$ cat src/rtl/router_port_drain.sv
// router_port_drain: pulls one packet at a time from a router output port and re-emits it as a ready/valid stream.
// Checks parity and address per packet, counts completed packets, and reports truncation and pre-read flushes.
module router_port_drain #(
    parameter int PORT_ID  = 0,
    parameter int CNT_W    = 16,
    parameter int TRUNC_TO = 8
) (
    input  logic             clk,
    input  logic             resetn,
    input  logic             vld_out,
    input  logic [7:0]       data_in,
    output logic             read_enb,
    input  logic [4:0]       start_delay,
    output logic [7:0]       out_data,
    output logic             out_valid,
    input  logic             out_ready,
    output logic             out_sop,
    output logic             out_eop,
    output logic             pkt_done,
    output logic             parity_err,
    output logic             addr_err,
    output logic             trunc_err,
    output logic [5:0]       pkt_len,
    output logic [CNT_W-1:0] pkt_count,
    output logic             drop_seen
);
    localparam int TW = $clog2(TRUNC_TO + 1);

    typedef enum logic [2:0] {IDLE, WAIT, HDR, BODY, TRUNC, DONE} state_t;

    state_t      state;
    logic [4:0]  dcnt;
    logic [6:0]  rem;
    logic [7:0]  acc;
    logic [1:0]  addr;
    logic [TW-1:0] tcnt;
    logic        hdr_issued, inflight, inflight_last, par_bad;
    logic [9:0]  mem [2];
    logic        wr, rd;
    logic [1:0]  occ;
    logic        owed, push, pop;

    // Reads still owed to the current packet; the room check keeps the 2-entry skid from overflowing.
    assign owed      = (state == HDR && !hdr_issued) || (state == BODY && rem != 7'd0);
    assign read_enb  = owed && vld_out && ((occ + {1'b0, inflight}) < 2'd2);
    assign push      = inflight;
    assign out_valid = occ != 2'd0;
    assign pop       = out_valid && out_ready;
    assign {out_eop, out_sop, out_data} = mem[rd];

    always_ff @(posedge clk or negedge resetn) begin
        if (!resetn) begin
            mem[0] <= '0;
            mem[1] <= '0;
            wr     <= 1'b0;
            rd     <= 1'b0;
            occ    <= '0;
        end else begin
            if (push) begin
                mem[wr] <= {inflight_last, state == HDR, data_in};
                wr      <= ~wr;
            end
            if (pop)
                rd <= ~rd;
            occ <= occ + {1'b0, push} - {1'b0, pop};
        end
    end

    always_ff @(posedge clk or negedge resetn) begin
        if (!resetn) begin
            state         <= IDLE;
            dcnt          <= '0;
            rem           <= '0;
            acc           <= '0;
            addr          <= '0;
            tcnt          <= '0;
            hdr_issued    <= 1'b0;
            inflight      <= 1'b0;
            inflight_last <= 1'b0;
            par_bad       <= 1'b0;
            pkt_done      <= 1'b0;
            parity_err    <= 1'b0;
            addr_err      <= 1'b0;
            trunc_err     <= 1'b0;
            pkt_len       <= '0;
            pkt_count     <= '0;
            drop_seen     <= 1'b0;
        end else begin
            inflight      <= read_enb;
            inflight_last <= read_enb && state == BODY && rem == 7'd1;
            pkt_done      <= 1'b0;
            drop_seen     <= 1'b0;
            unique case (state)
                IDLE: begin
                    hdr_issued <= 1'b0;
                    tcnt       <= '0;
                    if (vld_out) begin
                        state <= WAIT;
                        dcnt  <= start_delay;
                    end
                end
                WAIT: begin
                    if (!vld_out) begin
                        drop_seen <= 1'b1;
                        state     <= IDLE;
                    end else if (dcnt == 5'd0)
                        state <= HDR;
                    else
                        dcnt <= dcnt - 5'd1;
                end
                HDR: begin
                    if (read_enb)
                        hdr_issued <= 1'b1;
                    if (inflight) begin
                        pkt_len <= data_in[7:2];
                        addr    <= data_in[1:0];
                        acc     <= data_in;
                        rem     <= {1'b0, data_in[7:2]} + 7'd1;
                        state   <= BODY;
                    end
                end
                BODY: begin
                    if (read_enb)
                        rem <= rem - 7'd1;
                    if (inflight && inflight_last)
                        par_bad <= data_in != acc;
                    else if (inflight)
                        acc <= acc ^ data_in;
                    if (pop && out_eop) begin
                        state      <= DONE;
                        pkt_done   <= 1'b1;
                        parity_err <= par_bad;
                        addr_err   <= addr != 2'(PORT_ID);
                        trunc_err  <= 1'b0;
                        pkt_count  <= pkt_count + CNT_W'(1);
                    end
                end
                TRUNC: begin
                    if (occ == 2'd0 && !inflight) begin
                        state      <= DONE;
                        pkt_done   <= 1'b1;
                        parity_err <= 1'b0;
                        addr_err   <= hdr_issued && addr != 2'(PORT_ID);
                        trunc_err  <= 1'b1;
                    end
                end
                DONE: state <= IDLE;
                default: state <= IDLE;
            endcase
            // Starvation watchdog: only runs while the packet still owes reads.
            if (owed && !vld_out) begin
                if (tcnt == TW'(TRUNC_TO - 1))
                    state <= TRUNC;
                else
                    tcnt <= tcnt + TW'(1);
            end else if (vld_out)
                tcnt <= '0;
        end
    end
endmodule

$ cat config.mk
export PLATFORM = sky130hd
export DESIGN_NAME = router_port_drain
export DESIGN_NICKNAME = d
export VERILOG_FILES = /design/src/rtl/router_port_drain.sv
export SDC_FILE = /design/constraint.sdc
export NUM_CORES = 1
export LEC_CHECK = 0
export CORE_MARGIN = 8
export CORE_UTILIZATION = 40
export DETAILED_ROUTE_END_ITERATION = 8
export RECOVER_POWER = 50
export SKIP_LAST_GASP = 1
export SYNTH_ARGS = -nofsm -noshare
export SYNTH_HDL_FRONTEND = slang
export SYNTH_SLANG_ARGS = --single-unit
export TNS_END_PERCENT = 20
$ cat constraint.sdc
create_clock -name clk -period 1.7 [get_ports clk]
set_input_delay 0.17 -clock clk [delete_from_list [all_inputs] [get_ports clk]]
set_output_delay 0.17 -clock clk [all_outputs]
set_load 0.01 [all_outputs]
# After elaboration in Yosys (flattened, before gate mapping)
# Index checks and enable logic that the tools add are counted.
word_totals:
  ff_bits: 84
  in_bits: 17
  output_inout_bits: 39
classes:
  add_sub_neg: 7
  bitwise_logic: 5
  n_eq_ne: 17
  magnitude_cmp: 4
  mux: 46
  reduce_logical: 35
ops:
  columns: ["op", "count"]
  rows:
  - ["10-bit two-way mux", 4]
  - ["3-bit two-way mux", 8]
  - ["8-bit two-way mux", 3]
  - ["20-bit bitwise mux", 1]
  - ["2-bit inequality test (second input constant)", 9]
  - ["16-bit by 1-bit adder with 16-bit output (second input constant)", 1]
  - ["4-bit two-way mux", 4]
  - ["8-bit one-hot mux with 2 select lines", 1]
  - ["5-bit two-way mux", 3]
  - ["3-bit one-hot mux with 5 select lines", 1]
  - ["7-bit two-way mux", 2]
  - ["7-bit one-hot mux with 2 select lines", 1]
  - ["1-bit logical AND", 13]
  - ["2-bit nonzero test", 6]
  - ["1-bit two-way mux", 11]
  - ["10-bit demux with 1-bit select", 1]
  - ["1-bit one-hot mux with 2 select lines", 5]
  - ["5-bit one-hot mux with 2 select lines", 1]
  - ["8-bit inequality test", 1]
  - ["2-bit AND reduction", 4]
  - ["4-bit AND reduction", 2]
  - ["8-bit XOR", 1]
  - ["6-bit by 1-bit adder with 7-bit output (second input constant)", 1]
  - ["7-bit by 1-bit == test with 1-bit output (second input constant)", 1]
  - ["other kinds (22)", 29]

# Logic depth before layout (Yosys ltp)
# Gate-level depths: netlist (run 1).
depth:
  word_depth: 9
  mapped_depth: 8

# Worst setup path after synthesis (run 1)
# OpenSTA, ideal clock, no wires.
synth_timing:
  path_type: "reg-to-reg"
  from: "register inflight"
  to: "register rem[1]"
  synth_period_minus_slack_ns: 1.699
  t_required_ns: 1.573
  stages_incl_launch_ff: 7
  slack_ns: 0.001
  n_path_buf: 0
  arrival_time_ns: 1.572
  cell_sequence: "dfrtp_1 ha_1 xnor2_1 nand2_1 o31a_1 a211oi_1 a21oi_1"
synth_between:
  elab_chain_len: 5
  word_cells_on_any_way: 6
  classes_between: "1 x add/sub; 1 x order compare; 2 x eq/ne; 2 x reduce/logical"
synth_rtl:
  columns: ["element", "line", "source"]
  rows:
  - ["from (decl)", "37", "logic hdr_issued, inflight, inflight_last, par_bad;"]
  - ["from (signal assigned)", "89", "inflight <= read_enb;"]
  - ["2-bit by 1-bit adder with 2-bit output", "45", "assign read_enb = owed && vld_out && ((occ + {1'b0, inflight}) < 2'd2);"]
  - ["2-bit < comparator", "45", null]
  - ["1-bit logical AND", "45", null]
  - ["2-bit inequality test (no line)", null, null]
  - ["3-bit AND reduction (no line) (*)", null, null]
  - ["to (signal assigned)", "118", "rem <= {1'b0, data_in[7:2]} + 7'd1;"]
  - ["to (signal assigned)", "124", "rem <= rem - 7'd1;"]
  - ["to (decl)", "33", "logic [6:0] rem;"]
# Mark *: on every way between the ends. The rest lies on a longest branch, timed or not.
# A chain may end at the register's enable or synchronous reset.

# Worst setup path in the final report (run 1)
layout_timing:
  from: "register inflight"
  to: "register rem[5]"
# Same word-level chain as after synthesis.

==> results.sh, run 1 <==
export IMPL_synthFlopType="dfrtp_1"
export IMPL_worst_pin_slew_ps=1140
export IMPL_power_density_nw_per_um2=1580
export IMPL_ys_types=59
export IMPL_cp_data_arrival_time_ps=2020
export IMPL_p_int_mw=5.69
export IMPL_viasPerCell=5.07
export IMPL_place_port_buffers=55
export IMPL_core_sq_um=10300
export IMPL_layout_min_cycle_time_ps=1780
export IMPL_final_util=0.546
export IMPL_cp_cell_sequence="ha_2 -> xnor2_2 -> nand2_2 -> buf_4 -> o31a_1 -> o21ai_0 -> a21oi_1"
export IMPL_hold_viol_final=0
export IMPL_io_pins=56
export IMPL_place_congestion=0.858
export IMPL_dieArea_sq_um=14100
export IMPL_synth_edf_count=0
export IMPL_use_met1=0.189
export IMPL_cp_start_kind="flip-flop"
export IMPL_switching_share=0.356
export IMPL_antenna_found_initial=0
export IMPL_max_stage_delay_ps=400
export IMPL_drc_errors=0
export IMPL_crit_path_end_kind="flip-flop"
export IMPL_fill_cells=943
export IMPL_cts_made_buffers=9
export IMPL_crit_type="flip-flop to flip-flop"
export IMPL_routed_wl_mm=9.98
export IMPL_clk_pin_slew_worst_paths_ps=90
export IMPL_cts_max_level=3
export IMPL_slew_limit_headroom=0.237
export IMPL_grt_start_max_net_pins=85
export IMPL_period_share=1.05
export IMPL_tns_ps=-609
export IMPL_hpwlAfterDp_mm=7.24
export IMPL_syn_to_final_growth_pct=32.9
export IMPL_violations="setup timing"
export IMPL_diodes=0
export IMPL_rsz0062_at_grt="true"
export IMPL_vdd_drop_max_mv=0.875
export IMPL_tritoncts="done"
export IMPL_clock_fmax_mhz=562
export IMPL_grt_pass1_vias=3388
export IMPL_postSynthRegisterBits=84
export IMPL_finalWorstSetupSlack_ps=-80.0
export IMPL_maxSlewViolCount=0
export IMPL_drive_gt1_frac=0.285
export IMPL_status="finished with violations"
export IMPL_grt_pass1_wl_mm=16.9
export IMPL_start_util=0.411
export IMPL_skew_ps=10.5
export IMPL_rr_worst_depth=7
export IMPL_routedWlPerCell_microns=15.5
export IMPL_nets=528
export IMPL_hold_class="input pin to flip-flop"
export IMPL_first_pass_iters=4
export IMPL_hold_depth=3
export IMPL_worstSkewPairLatency_ps=360
export IMPL_dieWidth_microns=119
export IMPL_share_seq_of_total_power=0.353
export IMPL_drv_cap=0
export IMPL_required_ps=1940
export IMPL_top_usage_layer="met2"
export IMPL_rows=37
export IMPL_grtUsageMet2=0.234
export IMPL_avgSynthCellArea_sq_um=10.8
export IMPL_cpMaxStageDelayCell="dfrtp_1"
export IMPL_clock_sinks=84
export IMPL_root_buffer="clkbuf_8"
export IMPL_comb_power_share=0.460
export IMPL_postSynthCellCount=390
export IMPL_clock_power_share=0.187
export IMPL_switchingPower_mw=3.15
export IMPL_critPathTopFamily="compound AO/OA/AOI/OAI gates"
export IMPL_worst_path_stages=7
export IMPL_cp_max_fo=6
export IMPL_setup_viol=14
export IMPL_die_h_microns=119
export IMPL_drtIter0Drc=163
export IMPL_ant_nets=0
export IMPL_clock_path_buffers=2
export IMPL_synthesis_area_sq_um=4220
export IMPL_synth_nets=417
export IMPL_vias=3253
export IMPL_critical_path_buf_inv_count=1
export IMPL_ys_seq_area_frac=0.498
export IMPL_grt_ovfl_total=0
export IMPL_grtUsageTotal=0.145
export IMPL_ys_async_sr_fraction=1.00
export IMPL_p_leak_nw=2.53
export IMPL_use_met3=0.0333
export IMPL_yosysWarnings=0
## flip-flops by register name, summed over array words and instances, names as in the netlist, 2 cells and up
register / flops
addr: 2
state: 3
dcnt: 5
pkt_count: 16
rem: 7
mem: 20
tcnt: 4
occ: 2
acc: 8
pkt_len: 6
## final timing paths
kind | from | to | slack (ps)
max | inflight | rem[5] | -80
min | start_delay[0] | dcnt[0] | 400
max reg2reg | inflight | rem[5] | -80
min reg2reg | wr | wr | 490
max in group asynchronous | resetn | acc[2] | 270
min in group asynchronous | resetn | dcnt[3] | 720
## layer usage
layer / wire, microns / vias to the layer above / share of wire
met3: 427 / 10 / 0.043
li1: - / 1591 / -
met1: 4730 / 1579 / 0.47
met4: 119 / 0 / 0.012
met5: 0 / - / 0
met2: 4700 / 73 / 0.47
## final cells by class
cell class | instances | area, sq um | share of cell area
tap | 136 | 170 | 0.0303
clock buffer | 10 | 138 | 0.0245
sequential | 84 | 2100 | 0.375
inverter | 9 | 33.8 | 0.00602
timing repair buffer | 120 | 1030 | 0.184
clock inverter | 6 | 93.8 | 0.0167
multi-input combinational | 277 | 2040 | 0.364
## power groups by stage
stage / Clock [mW] / Combinational (mW) / Sequential [mW]
after global placement: 0 / 3.96 / 3.10
final: 1.66 / 4.07 / 3.12
after CTS: 1.70 / 4.01 / 3.10
after detailed placement: 0 / 4.03 / 3.13
after global routing: 1.78 / 4.48 / 3.21
after floorplan: 0 / 2.30 / 3.10
## worst min-delay path, stage by stage
cell and delay, ps:
clkdlybuf4s50_1 420, nand2_1 60, o21ai_0 70
## cell families after synthesis
family / Yosys count / synth area share
AO/OA/AOI/OAI: 62 / 0.0940
XOR/XNOR: 37 / 0.0768
adder cells (fa/ha/maj): 10 / 0.0297
buffers and inverters: 29 / 0.0332
flip-flops: 84 / 0.498
multiplexers: 36 / 0.0958
AND/OR/NAND/NOR: 132 / 0.172
## Yosys cell counts (2+ instances only)
master,instances,share of area
nand4_1,7,0.010
a21oi_1,18,0.021
mux2_2,35,0.093
o22ai_1,5,0.0074
a311oi_1,2,0.0042
a31oi_1,5,0.0074
and3_1,9,0.013
a21o_1,2,0.0036
inv_1,9,0.0080
nand2b_1,2,0.0030
nand3b_1,2,0.0036
and2_1,2,0.0030
clkbuf_1,12,0.011
buf_6,2,0.0053
nand3_1,15,0.018
nor2_1,25,0.022
nor4_1,3,0.0044
dfrtp_1,84,0.50
o31ai_1,2,0.0036
nor4b_1,2,0.0042
o21a_1,3,0.0053
ha_1,10,0.030
buf_2,5,0.0059
xor2_1,20,0.042
or2_2,3,0.0044
nor3_1,7,0.0083
xnor2_1,17,0.035
or3_1,3,0.0044
nand2_1,36,0.032
o21ai_0,14,0.017
## timing repair
item / CTS / global route
gates resized for setup: 27 / 14
hold buffers: 1 / 0
cloned: 0 / 0
pin swaps: 2 / 3
endpoints found under the hold margin: 84 / 0
setup endpoints to repair: 24 / 25
setup buffers: 2 / 5
## stage by stage
step	hold slack, ps	power (mW)	std cells	instance area (sq um)	setup WS [ps]
5_1_grt	400	9.48	642	5610	-146
4_1_cts	379	8.80	637	5550	-180
6_report	404	8.85	642	5610	-80.0
3_5_place_dp	242	7.16	618	5300	-256
2_1_floorplan	-126	5.40	390	4220	0.798
3_3_place_gp	245	7.06	618	5300	-150
## cells in the final DEF (no fill, tap or decap), types with 4 or more instances in the layout
| cell type | count |
|---|---|
| mux2_2 | 35 |
| inv_1 | 7 |
| a21oi_1 | 18 |
| o21ai_0 | 12 |
| xor2_1 | 20 |
| buf_4 | 56 |
| clkbuf_8 | 10 |
| nor2_1 | 24 |
| and3_1 | 9 |
| nand3_1 | 15 |
| ha_1 | 9 |
| a31oi_1 | 4 |
| dlygate4sd2_1 | 7 |
| o22ai_1 | 5 |
| nand2_1 | 35 |
| nor3_1 | 6 |
| xnor2_1 | 16 |
| clkdlybuf4s50_1 | 42 |
| nand4_1 | 7 |
| buf_2 | 4 |
| dfrtp_1 | 84 |
No activity file was read; power rests on OpenSTA's default activity.
==> run 2: changes to the inputs <==
--- a/config.mk
+++ b/config.mk
@@ -5,6 +5,7 @@
 export SDC_FILE = /design/constraint.sdc
 export NUM_CORES = 1
 export LEC_CHECK = 0
+export ABC_CLOCK_PERIOD_IN_PS = 1700
 export CORE_MARGIN = 8
 export CORE_UTILIZATION = 40
 export DETAILED_ROUTE_END_ITERATION = 8
==> results of run 2 <==
The final DEF is identical to that of run 1; final timing and power are the same.
==> run 3: changes to the inputs <==
--- a/config.mk
+++ b/config.mk
@@ -8,6 +8,7 @@
 export ABC_CLOCK_PERIOD_IN_PS = 1700
 export CORE_MARGIN = 8
 export CORE_UTILIZATION = 40
+export CTS_CLUSTER_DIAMETER = 80
 export DETAILED_ROUTE_END_ITERATION = 8
 export RECOVER_POWER = 50
 export SKIP_LAST_GASP = 1
==> results of run 3 <==
The final DEF is identical to that of run 1; final timing and power are the same.
